[src/rtl/key_blend_pkg.sv]
// Shared constants, fade FSM state type and key helpers for key_blend_pipe.
// Optional rounding is enabled with KEY_BLEND_ROUND_EN (see key_blend_lane).
package key_blend_pkg;

    localparam int DEF_DATA_W = 10;
    localparam int DEF_KEY_W  = 10;
    localparam int DEF_CH     = 3;

    typedef enum logic [1:0] {
        IDLE,
        RAMP,
        HOLD
    } fade_state_t;

    function automatic int unsigned kmax(input int unsigned w);
        return (32'd1 << w) - 32'd1;
    endfunction

endpackage

[src/rtl/key_blend_pipe_if.sv]
// Pixel, key and fade-control bundle between a pixel source and key_blend_pipe.
// Widths are set by the instance parameters and must match the pipe.
interface key_blend_pipe_if #(
    parameter int DATA_W = 10,
    parameter int KEY_W  = 10,
    parameter int CH     = 3
);
    logic                 in_valid;
    logic [CH*DATA_W-1:0] data_in_a;
    logic [CH*DATA_W-1:0] data_in_b;
    logic [KEY_W-1:0]     key_in;
    logic                 key_mode;
    logic                 frame_start;
    logic                 fade_start;
    logic                 fade_dir;
    logic [KEY_W-1:0]     fade_step;
    logic                 out_valid;
    logic [CH*DATA_W-1:0] data_out;
    logic                 fade_busy;

    modport master (
        output in_valid, data_in_a, data_in_b, key_in, key_mode,
        output frame_start, fade_start, fade_dir, fade_step,
        input  out_valid, data_out, fade_busy
    );

    modport slave (
        input  in_valid, data_in_a, data_in_b, key_in, key_mode,
        input  frame_start, fade_start, fade_dir, fade_step,
        output out_valid, data_out, fade_busy
    );
endinterface

[src/rtl/key_blend_lane.sv]
// One channel of the blend: S2 products, S3 sum/shift/output register.
// KEY_BLEND_ROUND_EN adds half an LSB before the shift (round-half-up).
module key_blend_lane
    import key_blend_pkg::*;
#(
    parameter int DATA_W = DEF_DATA_W,
    parameter int KEY_W  = DEF_KEY_W
) (
    input  logic              clk,
    input  logic              rst,
    input  logic              en2,
    input  logic              en3,
    input  logic [DATA_W-1:0] a,
    input  logic [DATA_W-1:0] b,
    input  logic [KEY_W-1:0]  k,
    output logic [DATA_W-1:0] q
);
    localparam int PW = DATA_W + KEY_W;
    localparam logic [KEY_W-1:0] KMAX = KEY_W'(kmax(KEY_W));
`ifdef KEY_BLEND_ROUND_EN
    localparam logic [PW-1:0] RND = PW'(1) << (KEY_W - 1);
`else
    localparam logic [PW-1:0] RND = '0;
`endif

    logic [PW-1:0] pa;
    logic [PW-1:0] pb;
    logic [PW-1:0] sum;

    always_ff @(posedge clk) begin
        if (en2) begin
            pa <= PW'(a) * PW'(k);
            pb <= PW'(b) * PW'(KMAX - k);
        end
    end

    // a*k + b*(KMAX-k) + RND < 2^PW, so the sum never wraps
    assign sum = pa + pb + RND;

    always_ff @(posedge clk) begin
        if (rst) begin
            q <= '0;
        end else if (en3) begin
            q <= sum[PW-1:KEY_W];
        end
    end
endmodule

[src/rtl/key_blend_pipe.sv]
// 3-stage keyed blend of two pixels with an internal frame-stepped fade key.
// Rounding instead of truncation is selected with KEY_BLEND_ROUND_EN.
module key_blend_pipe
    import key_blend_pkg::*;
#(
    parameter int DATA_W = DEF_DATA_W,
    parameter int KEY_W  = DEF_KEY_W,
    parameter int CH     = DEF_CH
) (
    input logic            clk,
    input logic            rst,
    key_blend_pipe_if.slave bus
);
    localparam logic [KEY_W-1:0] KMAX = KEY_W'(kmax(KEY_W));

    fade_state_t          state;
    logic [KEY_W-1:0]     fade_key;
    logic [KEY_W-1:0]     step_r;
    logic                 dir_r;
    logic                 fade_busy;
    logic [KEY_W:0]       up_sum;

    logic                 v1;
    logic                 v2;
    logic                 v3;
    logic [CH*DATA_W-1:0] a1;
    logic [CH*DATA_W-1:0] b1;
    logic [KEY_W-1:0]     k1;
    logic [CH*DATA_W-1:0] dout;

    assign up_sum = {1'b0, fade_key} + {1'b0, step_r};

    // fade_start takes priority over a coincident frame_start
    always_ff @(posedge clk) begin
        if (rst) begin
            state     <= IDLE;
            fade_key  <= '0;
            step_r    <= '0;
            dir_r     <= 1'b0;
            fade_busy <= 1'b0;
        end else if (bus.fade_start) begin
            dir_r     <= bus.fade_dir;
            step_r    <= (bus.fade_step == '0) ? KEY_W'(1) : bus.fade_step;
            if (state == IDLE) begin
                fade_key <= bus.fade_dir ? '0 : KMAX;
            end
            state     <= RAMP;
            fade_busy <= 1'b1;
        end else if (bus.frame_start && state == RAMP) begin
            unique case (1'b1)
                dir_r && (up_sum >= {1'b0, KMAX}): begin
                    fade_key  <= KMAX;
                    state     <= HOLD;
                    fade_busy <= 1'b0;
                end
                dir_r && (up_sum < {1'b0, KMAX}): begin
                    fade_key <= up_sum[KEY_W-1:0];
                end
                !dir_r && (fade_key <= step_r): begin
                    fade_key  <= '0;
                    state     <= HOLD;
                    fade_busy <= 1'b0;
                end
                default: begin
                    fade_key <= fade_key - step_r;
                end
            endcase
        end
    end

    always_ff @(posedge clk) begin
        if (rst) begin
            v1 <= 1'b0;
            v2 <= 1'b0;
            v3 <= 1'b0;
        end else begin
            v1 <= bus.in_valid;
            v2 <= v1;
            v3 <= v2;
        end
    end

    always_ff @(posedge clk) begin
        if (bus.in_valid) begin
            a1 <= bus.data_in_a;
            b1 <= bus.data_in_b;
            k1 <= bus.key_mode ? fade_key : bus.key_in;
        end
    end

    for (genvar c = 0; c < CH; c++) begin : g_lane
        key_blend_lane #(
            .DATA_W(DATA_W),
            .KEY_W (KEY_W)
        ) u_lane (
            .clk(clk),
            .rst(rst),
            .en2(v1),
            .en3(v2),
            .a  (a1[c*DATA_W +: DATA_W]),
            .b  (b1[c*DATA_W +: DATA_W]),
            .k  (k1),
            .q  (dout[c*DATA_W +: DATA_W])
        );
    end

    assign bus.out_valid = v3;
    assign bus.data_out  = dout;
    assign bus.fade_busy = fade_busy;
endmodule

[src/flat_wrapper.sv]
// flat-port wrapper written by rule: the top's interface ports become plain ports
module key_blend_pipe_flat import key_blend_pkg::*;
#(
    parameter int DATA_W = DEF_DATA_W,
    parameter int KEY_W  = DEF_KEY_W,
    parameter int CH     = DEF_CH
)
  (clk, rst, bus_in_valid, bus_data_in_a, bus_data_in_b, bus_key_in, bus_key_mode, bus_frame_start, bus_fade_start, bus_fade_dir, bus_fade_step, bus_out_valid, bus_data_out, bus_fade_busy);
  key_blend_pipe_if #(.DATA_W(DATA_W), .KEY_W(KEY_W), .CH(CH)) bus_i ();
  input logic clk;
  input logic rst;
  input wire logic [$bits(bus_i.in_valid)-1:0] bus_in_valid;
  input wire logic [$bits(bus_i.data_in_a)-1:0] bus_data_in_a;
  input wire logic [$bits(bus_i.data_in_b)-1:0] bus_data_in_b;
  input wire logic [$bits(bus_i.key_in)-1:0] bus_key_in;
  input wire logic [$bits(bus_i.key_mode)-1:0] bus_key_mode;
  input wire logic [$bits(bus_i.frame_start)-1:0] bus_frame_start;
  input wire logic [$bits(bus_i.fade_start)-1:0] bus_fade_start;
  input wire logic [$bits(bus_i.fade_dir)-1:0] bus_fade_dir;
  input wire logic [$bits(bus_i.fade_step)-1:0] bus_fade_step;
  output wire logic [$bits(bus_i.out_valid)-1:0] bus_out_valid;
  output wire logic [$bits(bus_i.data_out)-1:0] bus_data_out;
  output wire logic [$bits(bus_i.fade_busy)-1:0] bus_fade_busy;
  assign bus_i.in_valid = bus_in_valid;
  assign bus_i.data_in_a = bus_data_in_a;
  assign bus_i.data_in_b = bus_data_in_b;
  assign bus_i.key_in = bus_key_in;
  assign bus_i.key_mode = bus_key_mode;
  assign bus_i.frame_start = bus_frame_start;
  assign bus_i.fade_start = bus_fade_start;
  assign bus_i.fade_dir = bus_fade_dir;
  assign bus_i.fade_step = bus_fade_step;
  assign bus_out_valid = bus_i.out_valid;
  assign bus_data_out = bus_i.data_out;
  assign bus_fade_busy = bus_i.fade_busy;
  key_blend_pipe #(.DATA_W(DATA_W), .KEY_W(KEY_W), .CH(CH)) u_core (.clk(clk), .rst(rst), .bus(bus_i));
endmodule
[config.mk]
export PLATFORM = sky130hd
export DESIGN_NAME = key_blend_pipe_flat
export DESIGN_NICKNAME = d
export VERILOG_FILES = /design/src/rtl/key_blend_pkg.sv /design/src/rtl/key_blend_pipe_if.sv /design/src/rtl/key_blend_lane.sv /design/src/rtl/key_blend_pipe.sv /design/src/flat_wrapper.sv
export SDC_FILE = /design/constraint.sdc
export NUM_CORES = 2
export LEC_CHECK = 0
export ABC_CLOCK_PERIOD_IN_PS = 9200
export CAP_MARGIN = 5
export CORE_MARGIN = 1
export CORE_UTILIZATION = 45
export CTS_CLUSTER_SIZE = 40
export DETAILED_ROUTE_END_ITERATION = 12
export PLACE_DENSITY = 0.65
export SYNTH_ARGS = -nofsm -noshare
export SYNTH_HDL_FRONTEND = slang
export SYNTH_SLANG_ARGS = --single-unit
[constraint.sdc]
create_clock -name clk -period 9.2 [get_ports clk]
set_clock_uncertainty 0.1 [all_clocks]
set_input_delay 1.84 -clock clk [delete_from_list [all_inputs] [get_ports clk]]
set_output_delay 1.84 -clock clk [all_outputs]
set_load 0.05 [all_outputs]
### Word level (Yosys, flattened, before mapping)

Index checks and enable logic that the tools add are counted.

* bits in registers: 247
* input bits: 87
* output and inout port bits: 32
* word-level logic and storage cells: 65

* add/subtract/negate cells: 6
* $mul: 6
* magnitude comparators: 3
* equal/unequal tests: 2
* muxes and demuxes: 13
* reduce and logical (&&, ||, !) cells: 14

Operators with widths (number)
* $add A20 B20 Y20: 3
* $mul A10 B10 Y20: 3
* $mux W10: 6
* $mul A10 B20 Y20: 2
* $pmux W10 S3: 1
* $mul A11 B11 Y20: 1
* $add A10 B10 Y11: 1
* $ge A11 B10 Y1 const B: 1
* $lt A11 B10 Y1 const B: 1
* $sub A10 B10 Y11 const A: 1
* $le A10 B10 Y1: 1
* $logic_not A10 Y1: 1
* $sub A10 B10 Y10: 1
* $mux W1: 6
* $reduce_and A2 Y1: 3
* $logic_and A1 B1 Y1: 4
* $reduce_bool A2 Y1: 2
* $reduce_or A2 Y1: 2
* $eq A2 B1 Y1 const B: 1
* $logic_not A2 Y1: 1
* $ne A2 B1 Y1 const B: 1
* $logic_not A1 Y1: 1

### Longest topological paths before layout

* word-level depth: 7
* depth in mapped cells: 22
* mapped depth without buffers: 21

### Modules after synthesis

Synthesis repeated with hierarchy kept, for this count alone.

* cells, all modules: 3212
* area total of the unflattened synthesis: 31816.8 sq um

By module, submodules not included
* key_blend_lane (u_core.g_lane[2].u_lane): times used 1, cells each 955, area each 9147.5 sq um, sequential area each 1401.3 sq um
* key_blend_lane (u_core.g_lane[1].u_lane): times used 1, cells each 946, area each 9141.3 sq um, sequential area each 1401.3 sq um
* key_blend_lane (u_core.g_lane[0].u_lane): times used 1, cells each 961, area each 9127.5 sq um, sequential area each 1401.3 sq um
* key_blend_pipe: times used 1, cells each 350, area each 4400.5 sq um, sequential area each 2622.5 sq um

### Worst setup path before layout

OpenSTA, ideal clock, no wires.

* path type: register -> register
* start point: register u_core.k1[1]
* end point: register u_core.g_lane[0].u_lane.pa[19] (data pin)
* library setup time: 0.260 ns
* arrival time: 5.473 ns
* required time: 8.840 ns
* setup slack: 3.367 ns
* cell stages (with the launch flop): 21
* buffers on the path: 1
* period minus slack after synthesis: 5.833 ns
* path through: edfxtp_1 clkbuf_1 nand2_1 fa_1 inv_1 fa_1 inv_1 fa_1 inv_1 fa_1 inv_1 fa_1 inv_1 ha_1 or4_1 a41oi_1 o21ai_0 or4_1 a31o_2 a21oi_1 xnor2_1

* longest elaborated chain between the ends: 1

RTL lines
* start: declaration: line key_blend_pipe.sv:28 `logic [KEY_W-1:0] k1;`
* start signal: assignment: line key_blend_pipe.sv:87 `k1 <= bus.key_mode ? fade_key : bus.key_in;`
* $mul A10 B10 Y20: line key_blend_lane.sv:32 `pa <= PW'(a) * PW'(k);`
* end signal: assignment: line key_blend_lane.sv:32
* end: declaration: line key_blend_lane.sv:26 `logic [PW-1:0] pa;`

No other way between the ends.
A chain may end at the register's enable or synchronous reset.

### Final worst setup path

* start point: register u_core.k1[4]
* end point: register u_core.g_lane[1].u_lane.pb[18] (data pin)

* longest elaborated chain between the ends: 2

RTL lines
* $sub A10 B10 Y11: line key_blend_lane.sv:33 `pb <= PW'(b) * PW'(KMAX - k);`
* $mul A10 B20 Y20: line key_blend_lane.sv:33
* end signal: assignment: line key_blend_lane.sv:33
* end: declaration: line key_blend_lane.sv:27 `logic [PW-1:0] pb;`

No other way between the ends.

==> reports/results.ini <==
[pwr]
p_leak_nw = 15.4
powerDensity_nw_per_um2 = 350
irDropWorstVdd_mv = 0.220

[run_status]
status = finished, violations left
violations = design-rule violations

[cts]
clk_pin_slew_ns = 0.06
clkLatencyLatePin_ns = 0.60
cts_hold_buf = 0
cts_root_buffer = clkbuf_16
cts.sinks = 246
cts_setup_buffers = 0
cts_tree = built
max-clock-path-buffers = 3
cts_made_buffers = 29
cts_resized = 0
htreeDepth = 1

[critical_path]
cp-start-kind = flip-flop
critPathArrivalTime_ns = 6.95
critPathBufInv = 6
critPathKind = flip-flop to flip-flop
rr_worst_depth = 20
worstPathRequired_ns = 9.43
rr_endpoint = u_core.g_lane[1].u_lane.pb[18]
cpPeakStageDelay_ns = 0.98
worstPathMaxFanout = 37
rr_startpoint = u_core.k1[4]
end_kind = flip-flop
worstSetupStartpoint = u_core.k1[4]
path_cells = buf_4, nand2b_1, fa_1, inv_1, fa_1, inv_1, fa_1, inv_1, fa_1, inv_1, fa_1, inv_1, ha_1, or3_1, o21ai_0, a21oi_1, o41ai_1, o2111ai_1, a21oi_1, xnor2_1
reg2reg_slack_ns = 2.47
path_delay_family = adder cells
critPathSlowestCell = edfxtp_1

[floorplan]
die_area_um2 = 68000
pin_count = 119
rows = 94
coreArea_um2 = 66000
start_util = 0.456
fp.dieW_um = 261
die_h_um = 261

[logic_synthesis]
synth_cells = 2966
synth_area_um2 = 30100
syn_nets = 3838
synth_async_sr_flop_share = 0
synth_edf_count = 190
yosysSeqAreaShare = 0.227
yosys_warnings = 0
postSynth.topFlopCell = edfxtp_1
synth_cell_types = 67
avgSynthCellArea_um2 = 10.2
synth-seq-cells = 246

[drt]
drt_pass1_iterations = 9
ant_nets = 0
drc = 8
wl_per_cell_um = 17.5
routed_wl_um = 68500
drt-initial-drc-count = 940
dr_total_vias = 20562
viasPerCell = 5.25

[layout]
fillers = 5866
area_delta_synth_final_pct = 10.0
fin_cells = 3918
mostFrequentLayoutCells = inv_1 (430), ha_1 (410), fa_1 (375)
nets = 3903
stdcell_area_um2 = 33100
antenna_cells = 0
final_common_cell = inv_1
regArea_um2 = 6830
drive_above_1_share = 0.0331
multi_input_area_um2 = 21300
final_util = 0.502

[sta]
max_freq_mhz = 149
setup-tns-final_ns = 0
setup_viol = 0
fin_crit_ns = 6.73
tightest_slew_ns = 1.10
hold_viol_final = 0
slew_violations = 0
slew-limit-headroom = 0.269
post-route-period-util = 0.731
rsz0062_at_grt = no

[placement]
dp.cells = 3864
numPortBuffers = 118
hpwlAfterDp_um = 53500
place.gp.congestion = 0.884
placed_area_um2 = 32100

[global_routing]
grt_first_pass_wirelength_um = 115000
grt_max_degree = 72
grt_overflow_total = 0
antenna_found_initial = 1
grt_pass1_vias = 22548
grt_use_total = 0.211

[worst_hold_path]
hold_depth = 2
worstHoldStart = u_core.g_lane[2].u_lane.q[8]
hold_end = u_core.g_lane[2].u_lane.q[8]
hold_class = flip-flop to flip-flop

[run]
drv_cap = 0

-- power by group --
group	internal, mW	switching [mW]	total, mW
combinational	3.68	4.55	8.24
sequential	1.90	0.235	2.13
clock	0.713	0.511	1.22
total	6.29	5.30	11.6
-- Yosys cell counts, drive strengths merged, types with 6 or more instances --
| cell | number | area share |
|---|---|---|
| ha | 410 | 0.17 |
| dfxtp | 56 | 0.037 |
| a211oi | 12 | 0.0032 |
| and3 | 11 | 0.0023 |
| and2 | 189 | 0.039 |
| o21bai | 15 | 0.0037 |
| nor2 | 117 | 0.015 |
| xnor2 | 104 | 0.030 |
| inv | 430 | 0.054 |
| buf | 24 | 0.0030 |
| o21ai | 60 | 0.010 |
| nand3 | 23 | 0.0038 |
| nor4 | 6 | 0.0012 |
| nor2b | 215 | 0.045 |
| mux2i | 26 | 0.0086 |
| nor3 | 33 | 0.0057 |
| nand4 | 9 | 0.0019 |
| clkbuf | 80 | 0.010 |
| o41ai | 10 | 0.0040 |
| edfxtp | 190 | 0.19 |
| a31oi | 13 | 0.0027 |
| nand2b | 122 | 0.025 |
| a21o | 23 | 0.0057 |
| a2111oi | 6 | 0.0020 |
| o31ai | 11 | 0.0027 |
| mux2 | 11 | 0.0041 |
| o21a | 22 | 0.0055 |
| xor2 | 34 | 0.0099 |
| nand2 | 160 | 0.020 |
| fa | 375 | 0.25 |
| a21oi | 99 | 0.016 |
-- sequential cells by signal (all words and copies together) (netlist names) --
| signal | cells |
|---|---|
| u_core.a1 | 30 |
| u_core.b1 | 30 |
| u_core.bus.out_valid | 1 |
| u_core.dir_r | 1 |
| u_core.fade_key | 10 |
| u_core.g_lane.u_lane.pa | 60 |
| u_core.g_lane.u_lane.pb | 60 |
| u_core.g_lane.u_lane.q | 30 |
| u_core.k1 | 10 |
| u_core.state | 2 |
| u_core.step_r | 10 |
| u_core.v1 | 1 |
| u_core.v2 | 1 |
-- cell type report --
cell class	count	share of cell area
Sequential cell	246	0.206
Timing Repair Buffer	138	0.0400
Clock inverter	17	0.00525
Inverter	430	0.0487
Multi-Input combinational cell	2186	0.643
Tap cell	864	0.0326
Clock buffer	37	0.0247
-- cell families after synthesis --
group | synth area share
compound gates | 0.0715
xor+xnor | 0.0401
fa+ha+maj | 0.420
buf+inv | 0.0666
flops | 0.227
mux | 0.0128
simple gates | 0.163
-- routing by layer --
metal  global-route usage  wire length (um)  vias to the layer above
li1                     -                 -                     9782
met5                    0                 0                        -
met1                0.257             28500                    10315
met3               0.0308              2850                      108
met2                0.380             35000                      357
met4               0.0687              2200                        0
-- worst register-to-register path, delay by kind of cell (launching register included) --
| family | cells | cell delay, ns |
|---|---|---|
| and+or+nand+nor | 2 | 0.64 |
| AOI/OAI and AO/OA | 5 | 1.42 |
| buffers and inverters | 6 | 0.82 |
| DFF | 1 | 0.98 |
| xor gates and xnor gates | 1 | 0.09 |
| adders and majority gates | 6 | 2.40 |
-- through the flow --
stage	setup WS, ns	hold WS [ns]	total power [mW]
3_3_place_gp	2.76	0.337	10.2
6_report	2.47	0.376	11.6
2_1_floorplan	3.37	0.367	8.44
3_5_place_dp	2.54	0.361	10.4
4_1_cts	2.49	0.376	11.8
5_1_grt	2.13	0.405	12.9
-- worst max-delay path by stage --
stage	endpoint	cells after the start
5_1_grt	u_core.g_lane[1].u_lane.pb[18]	20
3_5_place_dp	u_core.g_lane[1].u_lane.pb[18]	20
4_1_cts	u_core.g_lane[1].u_lane.pb[18]	20
6_report	u_core.g_lane[1].u_lane.pb[18]	20
3_3_place_gp	u_core.g_lane[1].u_lane.pb[18]	20
2_1_floorplan	u_core.g_lane[0].u_lane.pa[19]	20
Note: power is estimated with default switching activity, not from simulation.
